[config.mk]
export PLATFORM = sky130hd
export DESIGN_NAME = multicycle_ctrl_fsm
export DESIGN_NICKNAME = d
export VERILOG_FILES = /design/src/rtl/multicycle_ctrl_fsm_pkg.sv /design/src/rtl/multicycle_ctrl_fsm.sv
export SDC_FILE = /design/constraint.sdc
export NUM_CORES = 1
export LEC_CHECK = 0
export CORE_MARGIN = 2
export CORE_UTILIZATION = 30
export DETAILED_ROUTE_END_ITERATION = 10
export REMOVE_ABC_BUFFERS = 1
export SLEW_MARGIN = 20
export SYNTH_ARGS = -nofsm -noshare
export SYNTH_HDL_FRONTEND = slang
export SYNTH_SLANG_ARGS = --single-unit
[constraint.sdc]
create_clock -name clk -period 1.9 [get_ports clk]
set_input_delay 0.57 -clock clk [delete_from_list [all_inputs] [get_ports clk]]
set_output_delay 0.57 -clock clk [all_outputs]
set_load 0.05 [all_outputs]
[src/rtl/multicycle_ctrl_fsm_pkg.sv]
// Shared definitions for the multi-cycle RV32I control sequencer:
// ALU operation classes, datapath mux encodings, opcodes and the state enum.
package multicycle_ctrl_fsm_pkg;

  // Operation class handed to alu_control
  localparam logic [1:0] ALU_OP_MEM  = 2'b00;
  localparam logic [1:0] ALU_OP_BEQ  = 2'b01;
  localparam logic [1:0] ALU_OP_MATH = 2'b10;

  // ALU operand A select
  localparam logic [1:0] SRC_A_PC   = 2'b00;
  localparam logic [1:0] SRC_A_RS1  = 2'b01;
  localparam logic [1:0] SRC_A_ZERO = 2'b10;

  // ALU operand B select
  localparam logic [1:0] SRC_B_RS2  = 2'b00;
  localparam logic [1:0] SRC_B_FOUR = 2'b01;
  localparam logic [1:0] SRC_B_IMM  = 2'b10;

  // Register file write-back select
  localparam logic [1:0] WB_ALUOUT = 2'b00;
  localparam logic [1:0] WB_MDR    = 2'b01;
  localparam logic [1:0] WB_PC     = 2'b10;

  // RV32I major opcodes recognised by the sequencer
  localparam logic [6:0] OP_REG    = 7'b0110011;
  localparam logic [6:0] OP_IMM    = 7'b0010011;
  localparam logic [6:0] OP_LOAD   = 7'b0000011;
  localparam logic [6:0] OP_STORE  = 7'b0100011;
  localparam logic [6:0] OP_BRANCH = 7'b1100011;
  localparam logic [6:0] OP_JAL    = 7'b1101111;
  localparam logic [6:0] OP_JALR   = 7'b1100111;
  localparam logic [6:0] OP_LUI    = 7'b0110111;
  localparam logic [6:0] OP_AUIPC  = 7'b0010111;

  // Five bits leave spare encodings so a corrupted state has somewhere to recover from
  typedef enum logic [4:0] {
    S_IDLE     = 5'd0,
    S_FETCH    = 5'd1,
    S_DECODE   = 5'd2,
    S_EXEC_R   = 5'd3,
    S_EXEC_I   = 5'd4,
    S_MEM_ADDR = 5'd5,
    S_MEM_RD   = 5'd6,
    S_MEM_WR   = 5'd7,
    S_WB_ALU   = 5'd8,
    S_WB_MEM   = 5'd9,
    S_BRANCH   = 5'd10,
    S_JAL      = 5'd11,
    S_JALR     = 5'd12,
    S_LUI      = 5'd13,
    S_AUIPC    = 5'd14,
    S_TRAP     = 5'd15
  } state_t;

endpackage

[src/rtl/multicycle_ctrl_fsm.sv]
// Main sequencing FSM of the multi-cycle RV32I core. Walks each instruction
// through fetch/decode/execute/memory/write-back, drives every datapath strobe,
// counts retired instructions and latches a sticky illegal-instruction trap.
module multicycle_ctrl_fsm #(
  parameter int CNT_W = 32
) (
  input  logic             clk,
  input  logic             rst,
  input  logic [6:0]       opcode,
  input  logic             mem_ready,
  output logic             mem_req,
  output logic             mem_we,
  output logic             iord,
  output logic             ir_write,
  output logic             pc_write,
  output logic             pc_write_cond,
  output logic [1:0]       alu_src_a,
  output logic [1:0]       alu_src_b,
  output logic [1:0]       ctrl_alu_op,
  output logic             pc_src,
  output logic             reg_write,
  output logic [1:0]       wb_sel,
  output logic             illegal_insn,
  output logic [CNT_W-1:0] instret
);

  import multicycle_ctrl_fsm_pkg::*;

  state_t           state_q, state_d;
  logic [CNT_W-1:0] instret_q, instret_d;
  logic             illegal_q, illegal_d;
  logic             retire;

  // State, retire counter and trap flag; reset drops straight to idle so any open memory request vanishes at once
  always_ff @(posedge clk or posedge rst) begin
    if (rst) begin
      state_q   <= S_IDLE;
      instret_q <= '0;
      illegal_q <= 1'b0;
    end else begin
      state_q   <= state_d;
      instret_q <= instret_d;
      illegal_q <= illegal_d;
    end
  end

  // Next-state sequencing; decode dispatches on the held IR opcode, spare encodings fall back to idle
  always_comb begin
    state_d = state_q;
    case (state_q)
      S_IDLE:   state_d = S_FETCH;
      S_FETCH:  if (mem_ready) state_d = S_DECODE;
      S_DECODE: begin
        case (opcode)
          OP_REG:             state_d = S_EXEC_R;
          OP_IMM:             state_d = S_EXEC_I;
          OP_LOAD, OP_STORE:  state_d = S_MEM_ADDR;
          OP_BRANCH:          state_d = S_BRANCH;
          OP_JAL:             state_d = S_JAL;
          OP_JALR:            state_d = S_JALR;
          OP_LUI:             state_d = S_LUI;
          OP_AUIPC:           state_d = S_AUIPC;
          default:            state_d = S_TRAP;
        endcase
      end
      S_EXEC_R:   state_d = S_WB_ALU;
      S_EXEC_I:   state_d = S_WB_ALU;
      S_MEM_ADDR: state_d = (opcode == OP_STORE) ? S_MEM_WR : S_MEM_RD;
      S_MEM_RD:   if (mem_ready) state_d = S_WB_MEM;
      S_MEM_WR:   if (mem_ready) state_d = S_FETCH;
      S_WB_ALU:   state_d = S_FETCH;
      S_WB_MEM:   state_d = S_FETCH;
      S_BRANCH:   state_d = S_FETCH;
      S_JAL:      state_d = S_FETCH;
      S_JALR:     state_d = S_FETCH;
      S_LUI:      state_d = S_WB_ALU;
      S_AUIPC:    state_d = S_WB_ALU;
      S_TRAP:     state_d = S_TRAP;
      default:    state_d = S_IDLE;
    endcase
  end

  // An instruction retires on any return to fetch except the idle-to-fetch start-up and a stalled fetch
  always_comb begin
    retire    = (state_d == S_FETCH) && (state_q != S_FETCH) && (state_q != S_IDLE);
    instret_d = retire ? instret_q + CNT_W'(1) : instret_q;
    illegal_d = illegal_q | (state_d == S_TRAP);
  end

  // Strobe decode from the current state; only fetch qualifies IR/PC loads with the memory handshake
  always_comb begin
    mem_req       = 1'b0;
    mem_we        = 1'b0;
    iord          = 1'b0;
    ir_write      = 1'b0;
    pc_write      = 1'b0;
    pc_write_cond = 1'b0;
    alu_src_a     = SRC_A_PC;
    alu_src_b     = SRC_B_RS2;
    ctrl_alu_op   = ALU_OP_MEM;
    pc_src        = 1'b0;
    reg_write     = 1'b0;
    wb_sel        = WB_ALUOUT;
    case (state_q)
      S_FETCH: begin
        mem_req   = 1'b1;
        alu_src_b = SRC_B_FOUR;
        ir_write  = mem_ready;
        pc_write  = mem_ready;
      end
      S_DECODE: alu_src_b = SRC_B_IMM;
      S_EXEC_R: begin
        alu_src_a   = SRC_A_RS1;
        ctrl_alu_op = ALU_OP_MATH;
      end
      S_EXEC_I: begin
        alu_src_a   = SRC_A_RS1;
        alu_src_b   = SRC_B_IMM;
        ctrl_alu_op = ALU_OP_MATH;
      end
      S_MEM_ADDR: begin
        alu_src_a = SRC_A_RS1;
        alu_src_b = SRC_B_IMM;
      end
      S_MEM_RD: begin
        mem_req = 1'b1;
        iord    = 1'b1;
      end
      S_MEM_WR: begin
        mem_req = 1'b1;
        mem_we  = 1'b1;
        iord    = 1'b1;
      end
      S_WB_ALU: reg_write = 1'b1;
      S_WB_MEM: begin
        reg_write = 1'b1;
        wb_sel    = WB_MDR;
      end
      S_BRANCH: begin
        alu_src_a     = SRC_A_RS1;
        ctrl_alu_op   = ALU_OP_BEQ;
        pc_write_cond = 1'b1;
        pc_src        = 1'b1;
      end
      S_JAL: begin
        reg_write = 1'b1;
        wb_sel    = WB_PC;
        pc_write  = 1'b1;
        pc_src    = 1'b1;
      end
      S_JALR: begin
        alu_src_a = SRC_A_RS1;
        alu_src_b = SRC_B_IMM;
        reg_write = 1'b1;
        wb_sel    = WB_PC;
        pc_write  = 1'b1;
      end
      S_LUI: begin
        alu_src_a = SRC_A_ZERO;
        alu_src_b = SRC_B_IMM;
      end
      default: ;
    endcase
  end

  assign illegal_insn = illegal_q;
  assign instret      = instret_q;

endmodule

# Word-level counts from Yosys, hierarchy flattened

Cells that the tools add are included.

Add/sub/neg operators: 1
Multiply operators: 0
Div/mod/pow operators: 0
Order comparisons: 0
Eq/ne operators: 27
Shift-type cells: 0
Multiplexer cells: 18
Bitwise logic cells: 1
Reductions and logical operators: 15

Operator list:

| cell                  | number |
|---|---|
| $eq 5x4->1 const B    | 9 |
| $pmux 5 s8            | 1 |
| $add 32x1->32 const B | 1 |
| $pmux 4 s8            | 1 |
| $eq 7x6->1 const B    | 3 |
| $eq 7x7->1 const B    | 3 |
| $eq 5x3->1 const B    | 4 |
| $pmux 2 s2            | 4 |
| $mux 5                | 3 |
| $eq 7x5->1 const B    | 2 |
| $eq 5x1->1 const B    | 2 |
| $eq 5x2->1 const B    | 2 |
| $reduce_or 2->1       | 5 |
| $reduce_or 5->1       | 2 |
| $mux 1                | 8 |
| $reduce_or 4->1       | 2 |
| $eq 7x2->1 const B    | 1 |
| $reduce_or 6->1       | 1 |
| $logic_not 5->1       | 1 |
| $ne 5x1->1 const B    | 1 |
| $reduce_bool 5->1     | 1 |
| $reduce_or 3->1       | 1 |
| $logic_and 1x1->1     | 2 |
| $pmux 1 s2            | 1 |
| $or 1x1->1            | 1 |

Flip-flop bits (word level): 38
Bits in latches: 0
RAM bits: 0
ROM bits: 0
Input bits: 10
Output and inout bits: 49
Logic and storage cells: 65
Memories kept: 0

# Longest topological paths before layout

Gate-level depths: netlist of run 1.

Depth after elaboration: 7
Depth in mapped cells: 9
Mapped depth without buffers: 7

# Worst setup path before layout of run 1

No wires, ideal clock.

Path type: register -> output
Start point: reg state_q[0]
End point: out alu_src_a[0]
Arrival time: 3.363 ns
Required time: 1.330 ns
Path slack: -2.033 ns
Cell stages (with the launch flop): 6
Path buffers: 2
Cell sequence: dfrtp_1 -> clkbuf_1 -> buf_2 -> nor2_1 -> o21a_1 -> a2111oi_0

Cells in the longest elaborated chain, start to end: 3
Elaborated cells on any way between the ends: 8
Those cells by class: eq/ne: 6; mux: 1; reduce/logical: 1

Ends and longest elaborated chain:

| item                               | line                       | text |
|---|---|---|
| from (decl)                        | multicycle_ctrl_fsm.sv:29  | `state_t state_q, state_d;` |
| from (signal assigned)             | multicycle_ctrl_fsm.sv:41  | `state_q <= state_d;` |
| $eq 5x4->1 (tied with other cells) | multicycle_ctrl_fsm.sv:104 | `case (state_q)` |
| $reduce_or 5->1 (no source line)   | n/a                        |  |
| $pmux 2 s2 (*)                     | multicycle_ctrl_fsm.sv:104 |  |
| to (decl)                          | multicycle_ctrl_fsm.sv:17  | `output logic [1:0] alu_src_a,` |

Mark *: on every way between the ends. The rest lies on a longest branch, timed or not.

# Worst setup path in the final report of run 1

Start point: reg state_q[1]
End point: out pc_write

Cells in the longest elaborated chain, start to end: 3
Elaborated cells on any way between the ends: 5
Those cells by class: eq/ne: 3; mux: 1; reduce/logical: 1

Ends and longest elaborated chain:

| item                             | line                       | text |
|---|---|---|
| $eq 5x4->1                       | multicycle_ctrl_fsm.sv:104 |  |
| $reduce_or 2->1 (no source line) | n/a                        |  |
| $pmux 1 s2 (*)                   | multicycle_ctrl_fsm.sv:104 |  |
| to (decl)                        | multicycle_ctrl_fsm.sv:15  | `output logic pc_write,` |

Marks and branches as above.

==> results of run 1 <==
==> flip-flops by register name, summed over array words and instances, names as in the netlist <==
register	count
instret	32
state_q	5
illegal_insn	1
==> area by class of cell <==
class	count	area (um^2)	area share (%)
clock buffers	6	82.6	1.74
clock inverters	2	12.5	0.264
inverters	12	45.0	0.949
multi-input cells	200	1790	37.7
flip-flops and latches	38	952	20.1
well taps	99	124	2.61
repair buffers	156	1740	36.7
==> metrics by stage <==
stage	hold WS [ns]	total power [uW]	setup WS, ns	setup TNS [ns]	cells
after CTS	0.480	4550	-0.300	-9.42	499
after detailed placement	0.469	3040	-0.869	-25.83	470
after global placement	0.478	3020	-0.766	-24.99	470
final	0.475	4980	-0.376	-10.23	513
after floorplan	0.743	2050	-1.89	-30.64	250
after global routing	0.512	5190	-0.434	-14.41	513
==> power groups by stage <==
stage                     logic, uW  clock network (uW)  registers [uW]
after detailed placement       2000                   0            1040
final                          3350                 583            1040
after global routing           3510                 623            1060
after global placement         1980                   0            1040
after floorplan                 782                   0            1270
after CTS                      2930                 589            1030
==> cells by family (layout without fill, tap and decap cells) <==
group	after synthesis	count (layout)
and+or+nand+nor	132	132
DFF	38	38
AOI/OAI and AO/OA	33	33
xor gates and xnor gates	31	31
buffers and inverters	22	176
muxes	2	2
adders and majority gates	1	1
other	1	1
==> cells in the final DEF, fill, tap and decap left out, types with 3 or more instances in the layout <==
| cell | Yosys | final |
|---|---|---|
| dfrtp_1 | 38 | 37 |
| inv_1 | 12 | 10 |
| clkbuf_8 | 0 | 6 |
| buf_4 | 1 | 79 |
| xor2_1 | 23 | 23 |
| nand4_1 | 3 | 3 |
| nand3_1 | 12 | 11 |
| nor3_2 | 1 | 10 |
| nor2_4 | 0 | 7 |
| a21oi_1 | 9 | 7 |
| nand2_2 | 0 | 3 |
| dlygate4sd2_1 | 0 | 3 |
| or2_4 | 0 | 4 |
| nor2_1 | 28 | 10 |
| nand2_1 | 24 | 20 |
| nor3_4 | 0 | 16 |
| buf_12 | 0 | 32 |
| nor2_2 | 2 | 13 |
| nand2b_4 | 0 | 3 |
| or3_1 | 4 | 3 |
| nor2b_1 | 6 | 4 |
| buf_6 | 1 | 34 |
| xnor2_1 | 8 | 7 |
| nor4_4 | 3 | 5 |
==> worst paths after layout <==
path,slack (ns),cells after the start,end
max,-0.38,7,pc_write
min,0.48,1,instret[31]$_DFFE_PP0P_
max reg2reg,-0.31,11,instret[13]$_DFFE_PP0P_
min reg2reg,0.48,1,instret[31]$_DFFE_PP0P_
max in group asynchronous,1.04,3,state_q[3]$_DFF_PP0_
min in group asynchronous,0.65,3,instret[31]$_DFFE_PP0P_
==> per-layer routing <==
| metal | global-route usage, % | up-vias | share of wire, % | wire [um] |
|---|---|---|---|---|
| met5 | 0 | - | 0 | 0 |
| met4 | 4.92 | 0 | 1.1 | 84 |
| met3 | 2.66 | 10 | 3.2 | 251 |
| met2 | 32.4 | 54 | 54 | 4240 |
| met1 | 21.8 | 1213 | 42 | 3270 |
| li1 | - | 1200 | - | - |
==> timing repair <==
| item | 4_1_cts | 5_1_grt |
|---|---|---|
| setup buffers | 18 | 17 |
| cloned | 3 | 1 |
| pin swaps | 25 | 39 |
| gates resized for setup | 118 | 62 |
| setup endpoints to repair | 52 | 49 |
==> reports/qor.yml, run 1 <==
drv_cap: 0
fp.dieW_um: 91.6
powerDensity_mw_per_mm2: 1050
cp_slowest_stage_delay_ns: 0.44
cp_max_fo: 7
hold_class: "register to register"
start_util_pct: 31.4
grt_usage_pct: 17.8
ant_nets: 0
path_delay_family: "flip-flops"
grt_pass1_wl_um: 12300
fin_ws_ns: -0.376
synth_cell_types: 49
cts_root_buffer: "clkbuf_8"
ys_seq_area_share_pct: 41.3
place.gp.congestion: 0.806
cp.required_ns: 1.33
syn_to_final_growth_pct: 106
fin_worst_skew_ns: 0.00937
netlist_area_mm2: 0.00230
synth_top_family_by_area: "simple AND/OR/NAND/NOR gates"
period_needed_ns: 2.28
p_seq_share_pct: 21.0
vias: 2477
grt-ovfl-total: 0
cts.clk_slew.worst_paths_ns: 0.08
muxShareOfSynthArea_pct: 0.924
rsz0062_at_grt: "true"
core_mm2: 0.00733
cts_sinks: 38
remaining_drc_errors: 0
fill_cells: 523
yosys-top-cells-count: "dfrtp_1 (38), nor2_1 (28), nor3_1 (25)"
synth_area_leaders: "dfrtp_1 (41%), xor2_1 (8.8%), nor3_1 (5.4%), nor2_1 (4.6%), nand2_1 (3.9%)"
ys_async_sr_fraction_pct: 100
violations: "negative setup slack"
switchingPower_uw: 2080
fin_util_pct: 64.8
finalHoldViolCount: 0
ioPinCount: 59
ys.flop_type: "dfrtp_1"
timing.critical_path.mode_cell: "buf_6"
p_clk_share_pct: 11.7
synth_compound_area_share_pct: 9.90
cp.arrival_ns: 1.71
wl_per_cell_um: 15.3
r2r_start: "state_q[3]$_DFF_PP0_"
holdCritStartpoint: "instret[31]$_DFFE_PP0P_"
tritoncts: "yes"
antenna_cells: 0
grt_max_degree: 39
avgSynthCellArea_um2: 8.85
max_slew_margin_pct: 62.2
stdcell_area_mm2: 0.00475
netlist_instances: 260
crit_buf_inv: 3
yosysTopAreaCellShare_pct: 41.3
crit_start: "state_q[1]$_DFF_PP0_"
cts_made_buffers: 5
viasPerCell: 4.83
dr.pass1.iters: 4
internal_power_uw: 2900
fin_crit_sh_pct: 120
fin_nets: 424
yosysTopAreaCell: "dfrtp_1"
startpoint_type: "register"
end_kind: "output port"
synth-edff-count: 0
die_h_um: 91.6
h-tree-depth: 2
yosysMostFrequentCell: "dfrtp_1"
fp.dieArea_mm2: 0.00839
peakVddDrop_v: 0.00131
hold_buffers: 0
yosys.area_share.simple_pct: 31.0
grt_pass1_vias: 2597
synth_fa_ha_area_share_pct: 0.544
slew_viol_final: 0
yosysWarnings: 0
hpwl_um: 4480
antenna_found_initial: 0
finalSetupViolCount: 48
detail_route.wirelength_um: 7840
power_frac_comb_pct: 67.3
crit_type: "register to output port"
layout-drive-gt1-share_pct: 60.4
slowest_stage: "dfrtp_1"
rows: 31
clk_latency_ns: 0.29
drt_iter0_markers: 80
synth-xor-area-share_pct: 11.8
crit_chain: "buf_6 > buf_6 > nor2_4 > a21oi_4 > nor2_2 > or2_4 > buf_12"
ys_seq_elements: 38
clockBufferDepth: 2
io_buffers: 58
p_leak_uw: 0.00230
max_slew.worst_pin.slew_ns: 0.566
timing.fmax_ghz: 0.439
switching_share_pct: 41.8
status: "finished, violations left"
placed_area_mm2: 0.00366
Note: power is estimated with default switching activity, not from simulation.
==> run 2: changes to the inputs <==
- CORE_MARGIN: 2 -> not set
==> run 2 against run 1 <==
Critical path type unchanged. Non-clock buffer count is 12 lower. Critical path depth down 2. Clock-buffer cell count is the same. The run still ends with negative setup slack left. Critical endpoint is now mem_we. Clock skew increased by 0.0012 ns. Sequential share of layout area grew 0.56 points. Highest routed layer unchanged.
==> reports/qor.yml, run 2 (synthesis gave the netlist of run 1 again) <==
peakVddDrop_v: 0.00103
drt_iter0_markers: 75
fp.dieArea_mm2: 0.00802
die_h_um: 89.6
grt-ovfl-total: 0
grt_pass1_vias: 2439
crit_buf_inv: 2
clk_latency_ns: 0.29
timing.fmax_ghz: 0.452
slew_viol_final: 0
cp.required_ns: 1.33
hpwl_um: 4430
h-tree-depth: 2
crit_cells: 5
cts_sinks: 38
crit_start: "state_q[3]$_DFF_PP0_"
drv_cap: 0
status: "finished, violations left"
r2r_start: "state_q[3]$_DFF_PP0_"
ant_nets: 0
fp.dieW_um: 89.6
remaining_drc_errors: 0
viasPerCell: 4.83
vias: 2422
core_mm2: 0.00733
io_buffers: 58
ioPinCount: 59
wl_per_cell_um: 14.6
fin_crit_sh_pct: 116
cp.arrival_ns: 1.64
r2r_setup_slack_ns: -0.30
largest_register_ffs: 32
crit_chain: "or2_2 > buf_4 > nor2_2 > and2_4 > buf_12"
hold_class: "register to register"
grt_usage_pct: 18.0
post-place-cells: 470
hold_path_depth: 1
rsz0062_at_grt: "true"
slowest_stage: "dfrtp_2"
finalSetupViolCount: 48
antenna_cells: 0
holdCritStartpoint: "instret[31]$_DFFE_PP0P_"
dr.pass1.iters: 4
clockBufferDepth: 2
ff2ff_path_depth: 10
setup.worst_path.end: "mem_we"
grt_pass1_wl_um: 11000
crit_type: "register to output port"
hold_ws_ns: 0.478
place.gp.congestion: 0.778
startpoint_type: "register"
finalNonFillerCells: 501
fin_ws_ns: -0.311
cp_slowest_stage_delay_ns: 0.44
start_util_pct: 31.4
mostFrequentLayoutCells: "buf_4 (83), dfrtp_1 (37), buf_12 (29)"
layout-drive-gt1-share_pct: 58.0
fin_worst_skew_ns: 0.0105
rows: 31
syn_to_final_growth_pct: 101
grt_max_degree: 39
finalHoldViolCount: 0
violations: "negative setup slack"
tritoncts: "yes"
p_leak_uw: 0.00233
cts_made_buffers: 5
reg2reg_to: "instret[24]$_DFFE_PP0P_"
end_kind: "output port"
fin_nets: 412
layout_commonest_cell: "buf_4"
hold_buffers: 0
cts_root_buffer: "clkbuf_8"
cts.clk_slew.worst_paths_ns: 0.08
powerDensity_mw_per_mm2: 1050
cp_max_fo: 4
period_needed_ns: 2.21
path_delay_family: "simple AND/OR/NAND/NOR gates"
antenna_found_initial: 0
detail_route.wirelength_um: 7320
[run 2: cell types whose count changed in the layout (fill, tap and decap cells not counted), sizes merged]
cell and change:
dlygate4sd2 +1, bufbuf +1, buf -14
[run 2: area by class of cell]
cell class | count | area, um^2
clock buffers | 6 | 82.6
clock inverters | 2 | 12.5
fillers | 541 | 2710
inverters | 12 | 50.0
multi-input cells | 200 | 1770
flip-flops and latches | 38 | 952
well taps | 99 | 124
repair buffers | 144 | 1630
[run 2: power by group]
group / switching (uW) / internal (uW)
registers: 121 / 899
logic: 1590 / 1640
clock network: 292 / 292
total: 2000 / 2830
[run 2: timing repair]
item	CTS	global route
pin swaps	46	35
setup endpoints to repair	52	52
buffers inserted	9	11
resized for setup	115	41
gates cloned	3	1
[run 2: routing by layer]
layer  up-vias  wire length (um)  global-route usage (%)
li1       1184                 -                       -
met1      1169              3030                    21.6
met2        55              3890                    32.0
met3        14               253                    3.29
met4         0               149                    7.07
met5         -                 0                       0
[run 2: metrics by stage]
step	worst slack [ns]	util, %	TNS [ns]	power, uW	area (um^2)
2_1_floorplan	-1.89	-	-30.64	2050	2250
3_3_place_gp	-0.781	50.0	-25.26	3040	3660
3_5_place_dp	-0.850	50.0	-25.85	3060	3660
4_1_cts	-0.303	59.9	-9.70	4430	4390
5_1_grt	-0.417	63.0	-14.69	5060	4620
6_report	-0.311	63.0	-10.32	4830	4620
[run 2: worst min-delay path by stage]
stage / end / slack, ns
5_1_grt: instret[31]$_DFFE_PP0P_ / 0.49
4_1_cts: instret[31]$_DFFE_PP0P_ / 0.48
3_3_place_gp: instret[25]$_DFFE_PP0P_ / 0.48
3_5_place_dp: instret[31]$_DFFE_PP0P_ / 0.47
6_report: instret[31]$_DFFE_PP0P_ / 0.48
2_1_floorplan: state_q[1]$_DFF_PP0_ / 0.74
